$ cat config.mk
export PLATFORM = sky130hd
export DESIGN_NAME = fetch_stage_flat
export DESIGN_NICKNAME = d
export VERILOG_FILES = /design/src/rtl/fetch_pkg.sv /design/src/rtl/fetch_if.sv /design/src/rtl/fetch_skid_buf.sv /design/src/rtl/fetch_stage.sv /design/src/flat_wrapper.sv
export SDC_FILE = /design/constraint.sdc
export NUM_CORES = 1
export LEC_CHECK = 0
export BUFFER_PORTS_ARGS = -buffer_cell sky130_fd_sc_hd__buf_2
export CAP_MARGIN = 20
export CORE_MARGIN = 2
export CORE_UTILIZATION = 45
export CTS_CLUSTER_DIAMETER = 50
export DETAILED_ROUTE_END_ITERATION = 10
export PLACE_DENSITY = 0.78
export SYNTH_ARGS = -nofsm -noshare
export SYNTH_HDL_FRONTEND = slang
export SYNTH_HIERARCHICAL = 1
export SYNTH_SLANG_ARGS = --single-unit
$ cat constraint.sdc
create_clock -name clk -period 9.1 [get_ports clk]
set_input_delay 1.82 -clock clk [delete_from_list [all_inputs] [get_ports clk]]
set_output_delay 1.82 -clock clk [all_outputs]
set_load 0.05 [all_outputs]
$ cat src/rtl/fetch_pkg.sv
// Shared types and constants for the instruction fetch stage.
// FSM state encoding, the bubble instruction and RV32 field positions.
package fetch_pkg;

  typedef enum logic [1:0] {
    FETCH = 2'd0,
    WAIT  = 2'd1,
    HOLD  = 2'd2
  } fetch_state_e;

  // ADDI x0,x0,0
  localparam logic [31:0] NOP_WORD = 32'h0000_0013;

  localparam int OPC_LSB = 0;
  localparam int OPC_MSB = 6;
  localparam int F3_LSB  = 12;
  localparam int F3_MSB  = 14;
  localparam int F7_LSB  = 25;
  localparam int F7_MSB  = 31;

endpackage

$ cat src/rtl/fetch_if.sv
// Instruction memory read port: single-outstanding request/response.
// master = fetch side (req, addr out; rvalid, rdata in), slave = memory.
interface fetch_if #(
  parameter int XLEN = 32
);

  logic            imem_req;
  logic [XLEN-1:0] imem_addr;
  logic            imem_rvalid;
  logic [31:0]     imem_rdata;

  modport master (
    output imem_req,
    output imem_addr,
    input  imem_rvalid,
    input  imem_rdata
  );

  modport slave (
    input  imem_req,
    input  imem_addr,
    output imem_rvalid,
    output imem_rdata
  );

endinterface

$ cat src/rtl/fetch_skid_buf.sv
// One-entry {pc,instr} holding register for a response that found IF/ID full.
// Ports: clk, rst, load, clear, pc_in, instr_in -> full, pc, instr.
module fetch_skid_buf #(
  parameter int XLEN = 32
) (
  input  logic            clk,
  input  logic            rst,
  input  logic            load,
  input  logic            clear,
  input  logic [XLEN-1:0] pc_in,
  input  logic [31:0]     instr_in,
  output logic            full,
  output logic [XLEN-1:0] pc,
  output logic [31:0]     instr
);

  always_ff @(posedge clk or posedge rst) begin
    if (rst) begin
      full  <= 1'b0;
      pc    <= '0;
      instr <= '0;
    end else if (clear) begin
      full  <= 1'b0;
    end else if (load) begin
      full  <= 1'b1;
      pc    <= pc_in;
      instr <= instr_in;
    end
  end

endmodule

$ cat src/rtl/fetch_stage.sv
// Instruction fetch stage and IF/ID register of the 3-stage RV32 core.
// Ports: clk, rst, pc_en, stall, br_taken, br_target, imem (master),
//        if_valid, if_pc, if_instr, opcode, funct3, funct7.
module fetch_stage
  import fetch_pkg::*;
#(
  parameter int              XLEN      = 32,
  parameter logic [XLEN-1:0] RESET_PC  = '0,
  parameter logic [31:0]     NOP_INSTR = NOP_WORD
) (
  input  logic            clk,
  input  logic            rst,
  input  logic            pc_en,
  input  logic            stall,
  input  logic            br_taken,
  input  logic [XLEN-1:0] br_target,
  fetch_if.master         imem,
  output logic            if_valid,
  output logic [XLEN-1:0] if_pc,
  output logic [31:0]     if_instr,
  output logic [6:0]      opcode,
  output logic [2:0]      funct3,
  output logic [6:0]      funct7
);

  fetch_state_e    state_q, state_d;
  logic [XLEN-1:0] pc_q, pc_d;
  logic            kill_q, kill_d;
  logic            ifv_d;
  logic [XLEN-1:0] ifpc_d;
  logic [31:0]     ifins_d;

  logic            consume, ifid_free, issue;
  logic [XLEN-1:0] pc_inc, tgt;

  logic            skid_load, skid_clear, skid_full;
  logic [XLEN-1:0] skid_pc;
  logic [31:0]     skid_instr;

  fetch_skid_buf #(.XLEN(XLEN)) u_skid (
    .clk      (clk),
    .rst      (rst),
    .load     (skid_load),
    .clear    (skid_clear),
    .pc_in    (pc_q),
    .instr_in (imem.imem_rdata),
    .full     (skid_full),
    .pc       (skid_pc),
    .instr    (skid_instr)
  );

  assign consume   = if_valid & ~stall & pc_en;
  assign ifid_free = ~if_valid | consume;
  assign issue     = (state_q == FETCH) & ~br_taken
                   & pc_en & ~rst;
  assign pc_inc    = pc_q + XLEN'(4);
  assign tgt       = br_target & ~XLEN'(3);

  assign imem.imem_req  = issue;
  assign imem.imem_addr = pc_q;

  // if_instr holds NOP whenever if_valid=0,
  // so the slices decode a bubble then
  assign opcode = if_instr[OPC_MSB:OPC_LSB];
  assign funct3 = if_instr[F3_MSB:F3_LSB];
  assign funct7 = if_instr[F7_MSB:F7_LSB];

  always_comb begin
    state_d    = state_q;
    pc_d       = pc_q;
    kill_d     = kill_q;
    ifv_d      = if_valid;
    ifpc_d     = if_pc;
    ifins_d    = if_instr;
    skid_load  = 1'b0;
    skid_clear = 1'b0;

    if (consume) begin
      ifv_d   = 1'b0;
      ifins_d = NOP_INSTR;
    end

    if (br_taken) begin
      pc_d       = tgt;
      ifv_d      = 1'b0;
      ifins_d    = NOP_INSTR;
      skid_clear = 1'b1;
      state_d    = FETCH;
      kill_d     = 1'b0;
      // request still in flight: swallow its
      // response before fetching the target
      if (state_q == WAIT && !imem.imem_rvalid) begin
        kill_d  = 1'b1;
        state_d = WAIT;
      end
    end else begin
      unique case (state_q)
        FETCH: begin
          if (issue) state_d = WAIT;
        end
        WAIT: begin
          if (imem.imem_rvalid) begin
            if (kill_q) begin
              kill_d  = 1'b0;
              state_d = FETCH;
            end else if (ifid_free) begin
              ifv_d   = 1'b1;
              ifpc_d  = pc_q;
              ifins_d = imem.imem_rdata;
              pc_d    = pc_inc;
              state_d = FETCH;
            end else begin
              skid_load = 1'b1;
              pc_d      = pc_inc;
              state_d   = HOLD;
            end
          end
        end
        HOLD: begin
          if (ifid_free && skid_full) begin
            ifv_d      = 1'b1;
            ifpc_d     = skid_pc;
            ifins_d    = skid_instr;
            skid_clear = 1'b1;
            state_d    = FETCH;
          end
        end
        default: state_d = FETCH;
      endcase
    end
  end

  always_ff @(posedge clk or posedge rst) begin
    if (rst) begin
      state_q  <= FETCH;
      pc_q     <= RESET_PC;
      kill_q   <= 1'b0;
      if_valid <= 1'b0;
      if_pc    <= RESET_PC;
      if_instr <= NOP_INSTR;
    end else begin
      state_q  <= state_d;
      pc_q     <= pc_d;
      kill_q   <= kill_d;
      if_valid <= ifv_d;
      if_pc    <= ifpc_d;
      if_instr <= ifins_d;
    end
  end

endmodule

$ cat src/flat_wrapper.sv
// flat-port wrapper written by rule: the top's interface ports become plain ports
module fetch_stage_flat import fetch_pkg::*;
#(
  parameter int              XLEN      = 32,
  parameter logic [XLEN-1:0] RESET_PC  = '0,
  parameter logic [31:0]     NOP_INSTR = NOP_WORD
)
  (clk, rst, pc_en, stall, br_taken, br_target, if_valid, if_pc, if_instr, opcode, funct3, funct7, imem_imem_req, imem_imem_addr, imem_imem_rvalid, imem_imem_rdata);
  fetch_if #(.XLEN(XLEN)) imem_i ();
  input  logic clk;
  input  logic rst;
  input  logic pc_en;
  input  logic stall;
  input  logic br_taken;
  input  logic [XLEN-1:0] br_target;
  output logic if_valid;
  output logic [XLEN-1:0] if_pc;
  output logic [31:0] if_instr;
  output logic [6:0] opcode;
  output logic [2:0] funct3;
  output logic [6:0] funct7;
  output wire logic [$bits(imem_i.imem_req)-1:0] imem_imem_req;
  output wire logic [$bits(imem_i.imem_addr)-1:0] imem_imem_addr;
  input wire logic [$bits(imem_i.imem_rvalid)-1:0] imem_imem_rvalid;
  input wire logic [$bits(imem_i.imem_rdata)-1:0] imem_imem_rdata;
  assign imem_imem_req = imem_i.imem_req;
  assign imem_imem_addr = imem_i.imem_addr;
  assign imem_i.imem_rvalid = imem_imem_rvalid;
  assign imem_i.imem_rdata = imem_imem_rdata;
  fetch_stage #(.XLEN(XLEN), .RESET_PC(RESET_PC), .NOP_INSTR(NOP_INSTR)) u_core (.clk(clk), .rst(rst), .pc_en(pc_en), .stall(stall), .br_taken(br_taken), .br_target(br_target), .imem(imem_i), .if_valid(if_valid), .if_pc(if_pc), .if_instr(if_instr), .opcode(opcode), .funct3(funct3), .funct7(funct7));
endmodule
# --- Word-level counts from Yosys, hierarchy flattened ---
# Cells that the tools add are included.
word_totals:
  register_bits: 165
  out_inout_bits: 115
  wordCells: 89
op_classes:
  n_addsub: 1
  eq_ne: 10
  muxes: 45
  bitwise_logic: 11
  reduce_logical: 13
ops:
  columns: ["op", "n"]
  rows:
  - ["$mux W32", 14]
  - ["$pmux W32 S2", 2]
  - ["$add A32 B3 Y32 const B", 1]
  - ["$mux W1", 21]
  - ["$mux W2", 6]
  - ["$reduce_bool A2 Y1", 4]
  - ["$ne A2 B2 Y1 const B", 3]
  - ["$ne A3 B3 Y1 const B", 2]
  - ["$pmux W2 S3", 1]
  - ["$reduce_and A3 Y1", 2]
  - ["$reduce_and A6 Y1", 1]
  - ["$and A1 B1 Y1", 5]
  - ["$not A1 Y1", 5]
  - ["$ne A2 B1 Y1 const B", 2]
  - ["$reduce_and A2 Y1", 2]
  - ["$ne A3 B2 Y1 const B", 1]
  - ["$eq A2 B1 Y1 const B", 1]
  - ["$eq A2 B2 Y1 const B", 1]
  - ["$logic_and A1 B1 Y1", 2]
  - ["$logic_not A2 Y1", 1]
  - ["$pmux W1 S2", 1]
  - ["$logic_not A1 Y1", 1]
  - ["$or A1 B1 Y1", 1]

# --- Logic depth before layout (Yosys ltp) ---
# Gate-level depths: netlist of run 1.
logic_depth:
  ltp_word: 11
  mapped_depth: 10
  ltp_nobuf: 7

# --- Cells and area by module ---
# The synthesis of run 1 kept the hierarchy.
modules_own_cells:
  columns: ["module", "instances", "cells_each", "area_per_inst_um2", "seq_area_each_um2"]
  rows:
  - ["fetch_stage", 1, 532, 5222.5, 2456.1]
  - ["fetch_skid_buf", 1, 140, 2737.6, 1626.6]

# --- Least setup slack after synthesis of run 1 ---
# Ideal clock, no wire load.
synth_timing:
  kind: "input -> output"
  start: "input rst"
  end: "output imem_imem_req"
  arrival_ns: 5.320
  required_ns: 7.280
  setup_slack_ns: 1.960
  cell_stages: 3
  path_buffers: 0
  path_cell_list: "inv_1 > nand2_1 > nor3b_1"
synth_via:
  elab_chain_cells: 2
synth_rtl:
  columns: ["item", "line", "rtl"]
  rows:
  - ["from (decl)", "flat_wrapper.sv:11", "input logic rst;"]
  - ["$not A1 Y1", "fetch_stage.sv:55", "& pc_en & ~rst;"]
  - ["$and A1 B1 Y1", "fetch_stage.sv:55", null]
  - ["to (decl)", "flat_wrapper.sv:22", "output wire logic [$bits(imem_i.imem_req)-1:0] imem_imem_req;"]
# No other way between the ends.

# --- Worst setup path after layout of run 1 ---
# Same ends and word-level chain as after synthesis.

==> impl_metrics.ini, run 1 <==
[run]
drv_cap = 0

[grt]
grt_pass1_vias = 5898
overflow = 0
grt_max_degree = 95
antenna_found_initial = 2
grt_pass1_wl_mm = 31.06
grt_usage = 0.2130

[floorplan]
ios = 185
initial_utilization = 0.4602
num_rows = 48
fp.dieH_um = 137
die-width_um = 137
die_area_um2 = 18770
core_um2 = 17300

[clocking]
cts_root_buf = clkbuf_16
cts_sinks = 163
postCtsHoldBufs = 0
clk_pin_slew_ps = 60
h-tree-depth = 4
clk_latency_ps = 420
cts-buffers-inserted = 17
cts_setup_buffers = 0
cts_tree = yes
cts_buffer_depth = 2
cts_resized = 0

[route]
drc = 0
vias = 5792
routed_wl_mm = 19.37
viasPerCell = 5.459
drtAntennaViolNets = 0
drtIter0Drc = 430
drtPass1Iterations = 5
post_drt_wl_per_cell_um = 18.26

[sta]
finalSetupViolCount = 0
clock_skew_ps = 7.031
worst_slew_pin_slew_ps = 988.8
layout_min_cycle_time_ps = 4951
hold_violations = 0
setup_tns_ps = 0
rsz0062_at_grt = false
period_share = 0.5440
clock.fmax_mhz = 202.0
slew_violations = 0
holdWs_ps = 477.2
slew_headroom = 0.3408

[yosys]
synth_cell_types = 52
synth_flop_cell = dfrtp_1
netlist_area_um2 = 7960
synth_edf_count = 0
synth.largest_area_cell = dfrtp_1
syn_avg_cell_area_um2 = 11.85
synth_top_area_frac = 0.5030
synth_warnings = 6
syn_inst = 672
synth_common_cells = dfrtp_1, nand2_1, mux2_4, mux2i_1, o21ai_1
synth.most_common_cell = dfrtp_1
synth-async-reset-ratio = 1.000
synth-seq-area-share = 0.5129
synth-seq-cells = 163
synthTopCellsByArea = dfrtp_1, mux2_4, mux2i_1

[cells_and_area]
final_area_um2 = 9359
nNetsFinal = 898
drive_gt1_frac = 0.3605
final_cells = 1061
syn2layout_area_growth_pct = 17.57
n_fill_cell = 1515

[critical_path]
crit_fanout = 44
cp-end-kind = primary output
startpoint = rst
crit_required_ps = 7280
cp-start-kind = input port
crit_arrival_ps = 3130
timing.rr.start = u_core/state_q[1]$_DFFE_PP0P_
path_class = input port to primary output

[run_status]
outcome = complete, no violations

[placement]
routabilityCongestion = 0.7956
io_buffers = 180
placed_area_um2 = 8778
dp_hpwl_mm = 12.56
post-place-cells = 1027

[power]
ir_drop_uv = 145.7
powerDensity_nw_per_um2 = 250.6
cellLeakagePower_nw = 4.410

[hold_path]
min_path_type = register to register
min_from = u_core/if_pc[8]$_DFFE_PP0P_
[area by class of cell]
class                   count  area [um^2]  share of cell area
inverters                  11        43.79            0.004679
multi-input cells         440         3410              0.3643
flip-flops and latches    163         4083              0.4362
well taps                 225        281.5             0.03008
clock buffers              22        474.2             0.05067
clock inverters             9        56.30            0.006016
diodes                      1        2.502           0.0002674
repair buffers            190         1008              0.1078
[sequential cells by signal (all words and copies together) (netlist names)]
register               count
u_core/state_q             2
u_core/u_skid/instr       32
u_core/kill_q              1
u_core/u_skid/pc          32
u_core/if_valid            1
u_core/imem.imem_addr     30
u_core/u_skid/full         1
u_core/if_instr           32
u_core/if_pc              32
[layer usage]
| layer | GRT usage | routed length [um] |
|---|---|---|
| met5 | 0 | 13 |
| met3 | 0.04444 | 886 |
| met2 | 0.3342 | 8985 |
| met1 | 0.2922 | 8977 |
| met4 | 0.07789 | 510 |
[metrics by stage]
stage	power, mW	setup WS, ps	utilization
4_1_cts	2.364	4115	0.5382
3_5_place_dp	1.705	3702	0.5075
6_report	2.345	4149	0.5411
5_1_grt	2.461	4028	0.5411
2_1_floorplan	1.526	1960	-
3_3_place_gp	1.689	3759	0.5075
[layout by cell type, fill, tap and decap left out, types with 12 or more instances in the layout]
master,netlist,routed
a22oi_1,29,29
buf_2,13,180
clkbuf_16,0,17
dfrtp_1,160,160
mux2_4,60,60
mux2i_1,35,35
nand2_1,71,71
nand3_1,17,17
nor2_1,20,20
o21ai_0,33,33
o21ai_1,34,34
o2bb2ai_1,29,29
xor2_1,12,12
[logic make-up (layout without fill, tap and decap cells)]
group / after synthesis / in the layout / share of synthesized area
AOI/OAI and AO/OA: 151 / 151 / 0.1272
xor gates and xnor gates: 14 / 14 / 0.01540
adders and majority gates: 5 / 5 / 0.007859
buffers and inverters: 72 / 232 / 0.06256
DFF: 163 / 163 / 0.5129
muxes: 99 / 99 / 0.1628
other: 1 / 5 / 0.0004711
and+or+nand+nor: 167 / 167 / 0.1108
[final timing paths]
| kind | end | slack [ps] | cells after the start |
|---|---|---|---|
| worst max-delay path | imem_imem_req | 4150 | 5 |
| worst min-delay path | u_core/if_pc[8]$_DFFE_PP0P_ | 480 | 2 |
| worst max register to register | u_core/u_skid/instr[22]$_DFFE_PP0P_ | 5690 | 8 |
| worst min register to register | u_core/if_pc[8]$_DFFE_PP0P_ | 480 | 2 |
| max in group asynchronous | u_core/imem.imem_addr[20]$_DFFE_PP0P_ | 6380 | 3 |
| min in group asynchronous | u_core/imem.imem_addr[13]$_DFFE_PP0P_ | 1500 | 2 |
[worst max-delay path, stage by stage]
cell	delay [ps]
buf_2	120
inv_4	440
nand2_1	160
nor3b_1	250
buf_2	310
[where the power goes]
group | switching (mW) | leakage [nW] | internal, mW
registers | 0.0904 | 2.17 | 0.842
logic | 0.569 | 1.99 | 0.191
clock network | 0.285 | 0.258 | 0.367
total | 0.945 | 4.41 | 1.40
No activity file was read; power rests on OpenSTA's default activity.
==> inputs of run 2 (changes only) <==
--- a/config.mk
+++ b/config.mk
@@ -11,7 +11,7 @@
 export CORE_UTILIZATION = 45
 export CTS_CLUSTER_DIAMETER = 50
 export DETAILED_ROUTE_END_ITERATION = 10
-export PLACE_DENSITY = 0.78
+export PLACE_DENSITY = 0.8
 export SYNTH_ARGS = -nofsm -noshare
 export SYNTH_HDL_FRONTEND = slang
 export SYNTH_HIERARCHICAL = 1
==> constraint.sdc (replaced) <==
create_clock -name clk -period 4.08 [get_ports clk]
set_input_delay 0.816 -clock clk [delete_from_list [all_inputs] [get_ports clk]]
set_output_delay 0.816 -clock clk [all_outputs]
set_load 0.05 [all_outputs]
==> run 2 against run 1 <==
Clock power rose by 150%. Utilization rose by 0.45 points. Cell area rose by 0.83%. Worst hold slack barely moved. Total power rose by 130%. Largest cell class unchanged. Highest routed layer unchanged. Flip-flop and latch count did not move. Global-route usage rose by 0.29 points.
==> impl_metrics.ini, run 2 (same netlist as run 1, synthesis figures left out) <==
[critical_path]
crit_fanout = 40
critical_path_buf_inv_count = 2
cp-end-kind = register
path_class = register to register
crit_required_ps = 4380
crit_arrival_ps = 3090
path_cells = inv_1 -> ha_1 -> and3b_1 -> a21oi_1 -> or4_2 -> buf_12 -> nand2_1 -> o21ai_1
max_stage_delay_ps = 870
crit_family = simple AND/OR/NAND/NOR gates
critPathSlowestCell = or4_2
cp-start-kind = register

[run]
drv_cap = 0

[clocking]
cts-buffers-inserted = 17
cts_setup_buffers = 0
clk_latency_ps = 420
cts_root_buf = clkbuf_16
clk_pin_slew_ps = 70
h-tree-depth = 4
cts_tree = yes
cts_buffer_depth = 2
postCtsHoldBufs = 0
cts_resized = 0
cts_sinks = 163

[sta]
holdWs_ps = 477.2
slew_violations = 0
clock.fmax_mhz = 358.4
finalSetupViolCount = 0
layout_min_cycle_time_ps = 2790
rsz0062_at_grt = false
setup_tns_ps = 0
slew_headroom = 0.3681
hold_violations = 0
clock_skew_ps = 8.621
worst_slew_pin_slew_ps = 947.8
period_share = 0.6839

[power]
cellLeakagePower_nw = 4.452
ir_drop_uv = 361.8
p_clk_frac = 0.297
p_int_mw = 3.243
swShare = 0.3981
seqPwrFrac = 0.386
p_switching_mw = 2.145
powerDensity_nw_per_um2 = 570.9
comb_power_share = 0.317

[cells_and_area]
diodes = 0
syn2layout_area_growth_pct = 18.55
final_cell_mix = buf_2, dfrtp_1, nand2_1, mux2_4, mux2i_1
final_util = 0.5456
final_common_cell = buf_2
drive_gt1_frac = 0.3655
n_fill_cell = 1517
final_area_um2 = 9437
nNetsFinal = 902

[route]
drc = 0
post_drt_wl_per_cell_um = 18.65
drtAntennaViolNets = 0
routed_wl_mm = 19.87
drtIter0Drc = 364
drtPass1Iterations = 5
vias = 5887
viasPerCell = 5.528

[placement]
placed_area_um2 = 8810
io_buffers = 180
dp_hpwl_mm = 13.11
routabilityCongestion = 0.8111

[floorplan]
num_rows = 48
core_um2 = 17300
fp.dieH_um = 137
ios = 185
initial_utilization = 0.4602
die_area_um2 = 18770
die-width_um = 137

[grt]
grt_max_degree = 70
antenna_found_initial = 1
grt_usage = 0.2159
grt_pass1_vias = 5904
overflow = 0
grt_pass1_wl_mm = 31.06

[hold_path]
min_path_type = register to register

[run_status]
outcome = complete, no violations
-- run 2: layer usage --
metal	global-route usage	vias to the layer above	wire (um)
met5	0	-	13
met4	0.06014	2	231
met3	0.05704	24	992
met2	0.3419	169	9515
met1	0.2933	2970	9113
li1	-	2722	-
-- run 2: path summary, 6_finish.rpt --
path,to,startpoint,cells after the start,slack (ps)
max,u_core/if_pc[18]$_DFFE_PP0P_,u_core/state_q[1]$_DFFE_PP0P_,8,1290
min,u_core/if_pc[25]$_DFFE_PP0P_,u_core/if_pc[25]$_DFFE_PP0P_,2,480
max reg2reg,u_core/if_pc[18]$_DFFE_PP0P_,u_core/state_q[1]$_DFFE_PP0P_,8,1290
min reg2reg,u_core/if_pc[25]$_DFFE_PP0P_,u_core/if_pc[25]$_DFFE_PP0P_,2,480
max in group asynchronous,u_core/if_instr[14]$_DFF_PP0_,rst,4,2220
min in group asynchronous,u_core/u_skid/pc[4]$_DFFE_PP0P_,rst,2,490
-- run 2: cell type report --
class	count	area [um^2]	area share
well taps	225	281.5	0.02983
clock inverters	12	130.1	0.01379
clock buffers	20	456.7	0.04840
multi-input cells	440	3410	0.3613
repair buffers	194	1031	0.1093
flip-flops and latches	163	4083	0.4326
inverters	11	45.04	0.004773
-- run 2: tightest hold or removal path, delay by kind of cell (launching register included) --
family             cells  cell delay [ps]
and+or+nand+nor        1               40
DFF                    1              340
AOI/OAI and AO/OA      1               60
-- run 2: power groups by stage --
| stage | Sequential [mW] | Combinational [mW] | Clock (mW) |
|---|---|---|---|
| after detailed placement | 2.10 | 1.71 | 0 |
| after CTS | 2.08 | 1.71 | 1.65 |
| final | 2.08 | 1.71 | 1.60 |
| after floorplan | 2.78 | 0.625 | 0 |
| after global placement | 2.10 | 1.67 | 0 |
| after global routing | 2.12 | 1.82 | 1.71 |
-- run 2: per-stage QoR --
| stage | setup slack, ps | instances | total power, mW |
|---|---|---|---|
| after floorplan | 33.87 | 675 | 3.404 |
| after global placement | 1071 | 1031 | 3.769 |
| after detailed placement | 970.0 | 1031 | 3.810 |
| after CTS | 1110 | 1063 | 5.433 |
| after global routing | 1139 | 1065 | 5.655 |
| final | 1290 | 1065 | 5.388 |
==> inputs of run 3 (changes only) <==
==> constraint.sdc (replaced) <==
create_clock -name clk -period 2.3 [get_ports clk]
set_input_delay 0.46 -clock clk [delete_from_list [all_inputs] [get_ports clk]]
set_output_delay 0.46 -clock clk [all_outputs]
set_load 0.05 [all_outputs]
==> run 3 against run 2 <==
Sequential power rose by 76%. Flip-flop and latch count did not move. Worst setup slack got worse by 1100 ps. Die area did not move. First-iteration DRC count rose by 13%. Global-route usage rose by 0.75 points. Wire length rose by 2.1%. Via count rose by 1.9%. Critical endpoint is now u_core/if_pc[11]$_DFFE_PP0P_. Total power rose by 82%. Clock-buffer cell count did not move. Cell area rose by 2.8%.
==> impl_metrics.ini, run 3 (same netlist as run 1, synthesis figures left out) <==
[cells_and_area]
final_cell_mix = buf_2, dfrtp_1, nand2_1, mux2_4, mux2i_1
n_fill_cell = 1460
final_cells = 1086
final_util = 0.5611
multi_input_area_um2 = 3428
final-seq-area_um2 = 4083
drive_gt1_frac = 0.3849
syn2layout_area_growth_pct = 21.91
nNetsFinal = 922
final_common_cell = buf_2

[placement]
pre_cts_slack_ps = 116.5
io_buffers = 180
post-place-cells = 1053
routabilityCongestion = 0.8122
dp_hpwl_mm = 13.72

[clocking]
cts_sinks = 163
cts_buffer_depth = 2
cts_setup_buffers = 0
h-tree-depth = 4
clk_pin_slew_ps = 60
cts_root_buf = clkbuf_16
cts-buffers-inserted = 17
cts_resized = 0
postCtsHoldBufs = 0
clk_latency_ps = 420
cts_tree = yes

[critical_path]
max_stage_delay_ps = 610
cp-start-kind = register
crit_arrival_ps = 2440
path_class = register to register
path_cells = inv_1 -> ha_2 -> and3b_1 -> a21oi_1 -> or4_2 -> buf_4 -> nand2_1 -> o21ai_1
crit_required_ps = 2590
crit_fanout = 24
cp-end-kind = register
critPathSlowestCell = or4_2

[sta]
rsz0062_at_grt = false
clock.fmax_mhz = 464.3
clock_skew_ps = 9.538
period_share = 0.9364
hold_violations = 0
layout_setup_ws_ps = 146.3
slew_headroom = 0.5091
slew_violations = 0
setup_tns_ps = 0
worst_slew_pin_slew_ps = 736.4
layout_min_cycle_time_ps = 2154
holdWs_ps = 195.3
finalSetupViolCount = 0

[floorplan]
num_rows = 48
core_um2 = 17300
initial_utilization = 0.4602
fp.dieH_um = 137
die_area_um2 = 18770
die-width_um = 137
ios = 185

[route]
vias = 5996
drtPass1Iterations = 5
drtAntennaViolNets = 0
viasPerCell = 5.521
drtIter0Drc = 412
post_drt_wl_per_cell_um = 18.68
drc = 0
routed_wl_mm = 20.28

[grt]
grtUsageMet1 = 0.3083
busiest_layer = met2
grt_max_degree = 99
grt.met2_usage = 0.3494
antenna_found_initial = 3
grt_pass1_vias = 6136
grt_usage = 0.2234
overflow = 0
grt_pass1_wl_mm = 32.50
met3_usage = 0.04963

[power]
powerDensity_nw_per_um2 = 1008
cellLeakagePower_nw = 4.588
ir_drop_uv = 605.0

[hold_path]
min_path_type = input port to async pin

[run_status]
outcome = complete, no violations

[run]
drv_cap = 0
==> run 3: cell types whose count changed in the layout (fill, tap and decap cells not counted), sizes merged <==
cell / delta
buf: +20
bufinv: +1
clkinv: -1
diode: +1
==> run 3: worst paths after layout <==
check | startpoint | end | slack, ps | cells past startpoint
max reg2reg | u_core/state_q[1]$_DFFE_PP0P_ | u_core/if_pc[11]$_DFFE_PP0P_ | 150 | 8
max in group asynchronous | rst | u_core/imem.imem_addr[15]$_DFFE_PP0P_ | 1600 | 3
min | rst | u_core/u_skid/instr[8]$_DFFE_PP0P_ | 200 | 3
min in group clk | br_target[24] | u_core/imem.imem_addr[24]$_DFFE_PP0P_ | 250 | 3
min reg2reg | u_core/if_pc[14]$_DFFE_PP0P_ | u_core/if_pc[14]$_DFFE_PP0P_ | 480 | 2
max | u_core/state_q[1]$_DFFE_PP0P_ | u_core/if_pc[11]$_DFFE_PP0P_ | 150 | 8
==> run 3: critical path: cells and delay by family (launching register included) <==
kind            cells  cell delay (ps)
buf+inv             2              380
simple gates        3              890
compound gates      2              110
fa+ha+maj           1              260
flops               1              380
==> run 3: layer usage <==
layer / vias to the layer above / routed length [um]
met5: - / 25
li1: 2768 / -
met2: 197 / 9683
met3: 31 / 1034
met1: 2996 / 9181
met4: 4 / 359
==> run 3: metrics by stage <==
stage	power [mW]	instance area, um^2
after detailed placement	6.875	9076
final	9.781	9704
after global placement	6.794	9076
after CTS	9.863	9694
after floorplan	6.045	7986
after global routing	10.25	9704
==> run 3: final cells by class <==
cell class                 count  share of cell area
clock inverter                12             0.01560
tap                          225             0.02901
clock buffer                  20             0.04809
sequential                   163              0.4207
inverter                      11            0.004642
antenna                        1           0.0002579
multi-input combinational    440              0.3533
timing repair buffer         214              0.1284
==> run 3: power by group <==
| group | total (mW) | internal [mW] | switching, mW |
|---|---|---|---|
| Sequential | 3.66 | 3.33 | 0.331 |
| Combinational | 3.17 | 0.835 | 2.33 |
| Clock | 2.95 | 1.80 | 1.16 |
